===== src/rtl/window_pkg.sv =====
// rtl/window_pkg.sv - shared state encoding and arithmetic helpers for the KxK window writer.
package window_pkg;

    typedef enum logic [1:0] {
        IDLE  = 2'd0,
        WRITE = 2'd1,
        DONE  = 2'd2
    } ww_state_e;

    // Index width for a dimension of size m; never narrower than one bit.
    function automatic int pos_width(input int m);
        return (m <= 2) ? 1 : $clog2(m);
    endfunction

    // Unsigned add of two w-bit values, clamped to 2^w-1 (w <= 32).
    function automatic logic [31:0] sat_add(input logic [31:0] a, input logic [31:0] b, input int w);
        logic [32:0] sum;
        logic [32:0] lim;
        sum = {1'b0, a} + {1'b0, b};
        lim = (33'd1 << w) - 33'd1;
        return (sum > lim) ? lim[31:0] : sum[31:0];
    endfunction

endpackage


===== src/rtl/window_row_writer.sv =====
// rtl/window_row_writer.sv - next-state value of one frame row given one latched window row.
module window_row_writer
    import window_pkg::*;
#(
    parameter int K  = 3,
    parameter int M  = 8,
    parameter int W  = 8,
    parameter int IW = pos_width(M)
) (
    input  logic [0:M-1][W-1:0] cur_row,
    input  logic [0:K-1][W-1:0] win_row,
    input  logic [IW-1:0]       col,
    input  logic                en,
    output logic [0:M-1][W-1:0] next_row
);

    always_comb begin
        next_row = cur_row;
        for (int c = 0; c < K; c++) begin
            logic [IW:0] idx;
            idx = {1'b0, col} + (IW+1)'(c);
            if (en && (idx < (IW+1)'(M))) begin
`ifdef WINDOW_WRITER_ACCUM_EN
                next_row[idx[IW-1:0]] = W'(sat_add(32'(cur_row[idx[IW-1:0]]), 32'(win_row[c]), W));
`else
                next_row[idx[IW-1:0]] = win_row[c];
`endif
            end
        end
    end

endmodule


===== src/rtl/window_writer_kxk.sv =====
// rtl/window_writer_kxk.sv - writes a KxK window into a registered MxM frame, one row per cycle.
// Define WINDOW_WRITER_ACCUM_EN to saturating-accumulate into the frame instead of overwriting.
module window_writer_kxk
    import window_pkg::*;
#(
    parameter int K  = 3,
    parameter int M  = 8,
    parameter int W  = 8,
    parameter int IW = pos_width(M)
) (
    input  logic                          clk,
    input  logic                          rst,
    input  logic                          clear,
    input  logic                          in_valid,
    output logic                          in_ready,
    input  logic [0:K-1][0:K-1][W-1:0]    win,
    input  logic [IW-1:0]                 row,
    input  logic [IW-1:0]                 col,
    output logic [0:M-1][0:M-1][W-1:0]    frame,
    output logic                          busy,
    output logic                          done,
    output logic                          err
);

    localparam int RW = pos_width(K);

    ww_state_e                    state;
    logic [RW-1:0]                r_cnt;
    logic [0:K-1][0:K-1][W-1:0]   win_q;
    logic [IW-1:0]                row_q;
    logic [IW-1:0]                col_q;

    logic [IW:0]                  row_end;
    logic [IW:0]                  col_end;
    logic                         oob;
    logic [IW-1:0]                tgt;
    logic [0:M-1][W-1:0]          next_row;

    // One extra bit so row+K cannot wrap before the compare against M.
    assign row_end  = {1'b0, row} + (IW+1)'(K);
    assign col_end  = {1'b0, col} + (IW+1)'(K);
    assign oob      = (row_end > (IW+1)'(M)) || (col_end > (IW+1)'(M));

    assign tgt      = row_q + IW'(r_cnt);
    assign in_ready = (state == IDLE) && !clear;
    assign busy     = (state != IDLE);

    window_row_writer #(
        .K  (K),
        .M  (M),
        .W  (W),
        .IW (IW)
    ) u_row_writer (
        .cur_row  (frame[tgt]),
        .win_row  (win_q[r_cnt]),
        .col      (col_q),
        .en       (state == WRITE),
        .next_row (next_row)
    );

    always_ff @(posedge clk or posedge rst) begin
        if (rst) begin
            state <= IDLE;
            r_cnt <= '0;
            frame <= '0;
            win_q <= '0;
            row_q <= '0;
            col_q <= '0;
            done  <= 1'b0;
            err   <= 1'b0;
        end else begin
            done <= 1'b0;
            err  <= 1'b0;
            case (state)
                IDLE: begin
                    if (clear) begin
                        frame <= '0;
                    end else if (in_valid) begin
                        win_q <= win;
                        row_q <= row;
                        col_q <= col;
                        r_cnt <= '0;
                        if (oob) begin
                            err <= 1'b1;
                        end else begin
                            state <= WRITE;
                        end
                    end
                end
                WRITE: begin
                    frame[tgt] <= next_row;
                    if (r_cnt == RW'(K-1)) begin
                        state <= DONE;
                        done  <= 1'b1;
                    end else begin
                        r_cnt <= r_cnt + RW'(1);
                    end
                end
                DONE: begin
                    state <= IDLE;
                end
                default: begin
                    state <= IDLE;
                end
            endcase
        end
    end

endmodule


===== config.mk =====
export PLATFORM = sky130hd
export DESIGN_NAME = window_writer_kxk
export DESIGN_NICKNAME = d
export VERILOG_FILES = /design/src/rtl/window_pkg.sv /design/src/rtl/window_row_writer.sv /design/src/rtl/window_writer_kxk.sv
export SDC_FILE = /design/constraint.sdc
export NUM_CORES = 2
export LEC_CHECK = 0
export CORE_AREA = 2 2 235 237
export DETAILED_ROUTE_END_ITERATION = 10
export DIE_AREA = 0 0 237 239
export GPL_TIMING_DRIVEN = 0
export PLACE_DENSITY = 0.81
export REMOVE_ABC_BUFFERS = 1
export SLEW_MARGIN = 20
export SYNTH_ARGS = -nofsm -noshare
export SYNTH_HDL_FRONTEND = slang
export SYNTH_HIERARCHICAL = 1
export SYNTH_SLANG_ARGS = --single-unit

===== constraint.sdc =====
create_clock -name clk -period 26.1 [get_ports clk]
set_clock_uncertainty 0.1 [all_clocks]
set_input_delay 5.22 -clock clk [delete_from_list [all_inputs] [get_ports clk]]
set_output_delay 5.22 -clock clk [all_outputs]
set_load 0.03 [all_outputs]

# [Word level (Yosys, flattened, before mapping)]
# Index checks and enable logic that the tools add are counted.
[totals] output_inout_bits=516 register_bits=596 input_bits=82 elab_cells=168
[classes] n_lt_le_gt_ge=14 n_addsub=6 eq_ne=8 n_mux=38 reduce_logical=17 n_bitwise=6
[op_table] operator="case mux 512 bit (2 select lines)" n=1
[op_table] operator="bitwise mux 512 bit" n=1
[op_table] operator="2-to-1 mux 512 bit" n=1
[op_table] operator="2-to-1 mux 64 bit" n=6
[op_table] operator="binary-select mux 64 bit (select 3 bit)" n=1
[op_table] operator="bitwise mux 64 bit" n=3
[op_table] operator="demux 64 bit (select 3 bit)" n=1
[op_table] operator="demux 8 bit (select 3 bit)" n=3
[op_table] operator="binary-select mux 24 bit (select 2 bit)" n=1
[op_table] operator="2-to-1 mux 24 bit" n=2
[op_table] operator="2-to-1 mux 8 bit" n=3
[op_table] operator="greater-or-equal comparator 4 bit (second input constant)" n=4
[op_table] operator="less-than comparator 4 x 1 -> 1 bit (second input constant)" n=4
[op_table] operator="inverter 3 -> 4 bit" n=4
[op_table] operator="2-to-1 mux 2 bit" n=7
[op_table] operator="adder 3 x 2 -> 4 bit (second input constant)" n=3
[op_table] operator="inequality test 2 bit (second input constant)" n=6
[op_table] operator="> comparator 4 bit (second input constant)" n=2
[op_table] operator="logical AND 1 bit" n=8
[op_table] operator="less-than comparator 4 bit (second input constant)" n=2
[op_table] operator="case mux 2 bit (2 select lines)" n=2
[op_table] operator="AND reduction 4 bit" n=2
[op_table] operator="2-to-1 mux 1 bit" n=6
[op_table] operator="adder 3 x 1 -> 4 bit (second input constant)" n=1
[op_table] operator="14 further kinds" n=15

# [Depth between registers and ports, before layout]
[logic_depth] word_depth=13 depth_mapped=16 mapped_depth_nobuf=10

# [Modules after synthesis]
# The synthesis kept the hierarchy.
[modules_own_cells] mod="window_writer_kxk" seq_area_each_um2=14914.3 instances=1 area_each_um2=25891.1 cells_each=1785
[modules_own_cells] mod="window_row_writer" seq_area_each_um2=0.0 instances=1 area_each_um2=2078.2 cells_each=299

# [Worst setup path after synthesis]
# Ideal clock, no wire load.
[synth_timing] kind="in2out" startpoint="input port clear" endpoint="output port in_ready" required_ps=20780 n_path_buf=0 arrival_time_ps=5633 path_slack_ps=15147 path_stages=1 path_cell_list="nor2_1"
[synth_via] elab_chain_len=2
[synth_rtl] element="from (decl)" line_no="window_writer_kxk.sv:13" rtl="input logic clear,"
[synth_rtl] element="logical NOT 1 bit" line_no="window_writer_kxk.sv:45" rtl="assign in_ready = (state == IDLE) && !clear;"
[synth_rtl] element="logical AND 1 bit" line_no="window_writer_kxk.sv:45"
[synth_rtl] element="to (decl)" line_no="window_writer_kxk.sv:15" rtl="output logic in_ready,"
# Every way passes these cells.

# [Worst setup path in the final report]
# Same ends and word-level chain as after synthesis.

==> qor.txt <==
area leader, netlist - dfrtp_1
post-synthesis mux area share - 0.199
CTS resizes - 0
Worst-Skew Late Latency - 0.65 ns
Overflow after GRT - 0
FF-to-FF Start - r_cnt[0]
r2r endpoint - frame[64]
main combinational cell family by area after synthesis - multiplexers
# DRC - 0
first-pass GRT wire length - 168,000 µm
hpwl dp - 79,800 µm
worst-path cell chain - clkdlybuf4s50_1 > nor2_1 > clkdlybuf4s50_1
compound-gate portion of the synthesized area - 0.187
adder-cell share of the synthesized area - 0.00206
DR iter-0 viols - 3,152
Final Hold Vio Count - 0
Finished Cell Area - 38,600 µm²
Max stage delay on crit path - 0.68 ns
CTS Hold Bufs - 0
final slew viol count - 0
share of the synthesized area in the top cell type - 0.533
Sinks on Clock Net - 596
crit path time final - 11.89 ns
postcts setup bufs - 0
Worst Tran Pin Value - 1.27 ns
commonest cells after routing, fill and taps aside - clkdlybuf4s50_1 (597), dfrtp_1 (594), a22o_1 (448), mux2_2 (165), mux4_2 (128)
Post-Route Utilization - 0.710
number of flops mapped to enable cells by yosys - 0
reg2reg path depth - 15
Final Non-Filler Cells - 3,401
PD cells - 135 nW/µm²
Critical Path Most Common Cell - clkdlybuf4s50_1
register area share after synthesis - 0.533
floorplan row count - 86
crit-path max FO - 3
Max clock buf depth - 3
Crit-path slowest cell - clkdlybuf4s50_1
relative slew slack - 0.141
post-route ant nets - 0
hold path depth - 1
area grow syn2layout - 37.9%
placed cell area - 36,400 µm²
RSZ-0062 raised after global routing - no
syn avg cell area - 13.4 µm²
I/O pins - 598
Die Y - 239 µm
Post-Synthesis Cells - 2,084
Simple-Gate Fraction of Synth Area - 0.0405
commonest non-fill, non-tap cell in the layout - clkdlybuf4s50_1
Root Buffer Master - clkbuf_16
via count - 24,103
initial antenna violation count - 14
period utilization - 0.455
vias in the first global route - 24,498
Hold WC Path Type - reg -> reg
Worst setup EP type - primary output
Initial Util - 0.515
via-per-instance ratio - 7.09
max_cap viols - 0
crit path DAT - 6.57 ns
routed wire length per instance - 33.7 µm
final setup violation count - 0
Die Span X - 237 µm
pin count of the biggest net entering global routing - 111
Port Buffers - 597
First-pass DRT Iterations - 6
distinct cell type count after synthesis - 55
Setup crit start kind - primary input
outcome - finished clean
Placer Congestion - 0.882
CP Launch Point - clear
DP Worst Slack - 14.24 ns
CTS H-Tree Depth - 2
Yosys warnings - 6
CTS tree - done
drt total wl - 115,000 µm
die area - 56,600 µm²
crit path kind - in -> out
critical path data required time - 20.78 ns
Placed Cells - 3,277
Synth Flop Type - dfrtp_1
share of layout cells above drive strength 1 - 0.219
Worst R2R Setup Slack - 20.85 ns
Core Region - 54,300 µm²
Hold Slack - 0.406 ns
Num CTS Buffers - 61
# nets final - 2,722
Reg clk slew, reported paths - 0.06 ns
Synth async-reset ratio - 1.00
largest cells by area after synthesis - dfrtp_1 (53%), a22o_1 (14%), mux4_2 (10%), mux2_2 (6.6%), mux2i_1 (2.9%)
Cell Area, Synth - 28,000 µm²
flops & latches, synth - 596
Peak VDD IR - 0.000162 V
Total GRT Usage - 0.401
Setup WS post-layout - 14.21 ns
Setup crit end - in_ready
fmax - 84.1 MHz
Synth Area in XOR/XNOR - 0.000939
P_leak - 0.0168 µW
==> per-stage QoR <==
step / total power, µW / TNS, ns
finish: 5220 / 0
global route: 5320 / 0
CTS: 5130 / 0
detailed placement: 4170 / 0
global placement: 3700 / -9019.90
floorplan: 2640 / 0
==> report_power, final <==
group	internal, µW	switching, µW	total, µW
logic	1130	1870	3000
registers	1090	170	1260
clock network	566	389	956
==> worst min-delay path by stage <==
stage / startpoint / to / slack [ns]
floorplan: win_q[48] / win_q[48] / 0.38
global placement: win_q[55] / win_q[55] / 0.39
detailed placement: win_q[1] / win_q[1] / 0.40
CTS: win_q[3] / win_q[3] / 0.41
global route: win_q[68] / win_q[68] / 0.42
finish: win_q[3] / win_q[3] / 0.41
==> final cells by class <==
| cell class | instances | area, µm² |
|---|---|---|
| Sequential cell | 596 | 14900 |
| Antenna cell | 13 | 32.5 |
| Tap cell | 704 | 881 |
| Multi-Input combinational cell | 1233 | 12300 |
| Clock inverter | 28 | 407 |
| Inverter | 12 | 52.6 |
| Timing Repair Buffer | 732 | 8220 |
| Fill cell | 3426 | 15800 |
| Clock buffer | 83 | 1750 |
==> per-layer routing <==
metal	share of wire	up-vias	global-route usage
met5	0.00024	-	0
met4	0.066	4	0.230
met3	0.13	512	0.118
met2	0.46	2098	0.615
met1	0.35	12312	0.512
li1	-	9177	-
==> cell usage after synthesis (5+ instances only) <==
library cell,instances
nand3_1,5
o22ai_1,10
and2_1,58
a22o_1,448
o2bb2ai_1,56
nor2b_1,9
a221oi_1,16
nand2_1,91
o21ai_1,11
mux4_2,128
dfrtp_1,596
nand2b_1,5
nor2_1,34
mux2i_1,80
buf_2,24
buf_4,7
inv_1,12
mux2_2,165
a21oi_1,9
buf_6,5
buf_1,54
clkbuf_1,153
a32o_1,8
o21ai_0,47
a31oi_1,14
==> worst max-delay path, delay by kind of cell <==
family / cells / cell delay (ns)
simple gates: 1 / 0.14
buf+inv: 2 / 1.20
==> logic make-up after synthesis <==
kind of cell / Yosys count
AO/OA/AOI/OAI: 628
flip-flops: 596
multiplexers: 374
buffers and inverters: 255
AND/OR/NAND/NOR: 224
adder cells (fa/ha/maj): 4
XOR/XNOR: 3
==> sequential cells by signal, indices dropped and copies added (netlist names) <==
| name | count |
|---|---|
| frame | 512 |
| win_q | 72 |
| col_q | 3 |
| row_q | 3 |
| r_cnt | 2 |
| state | 2 |
| done | 1 |
| err | 1 |
Power figures use the tool's default switching activity.
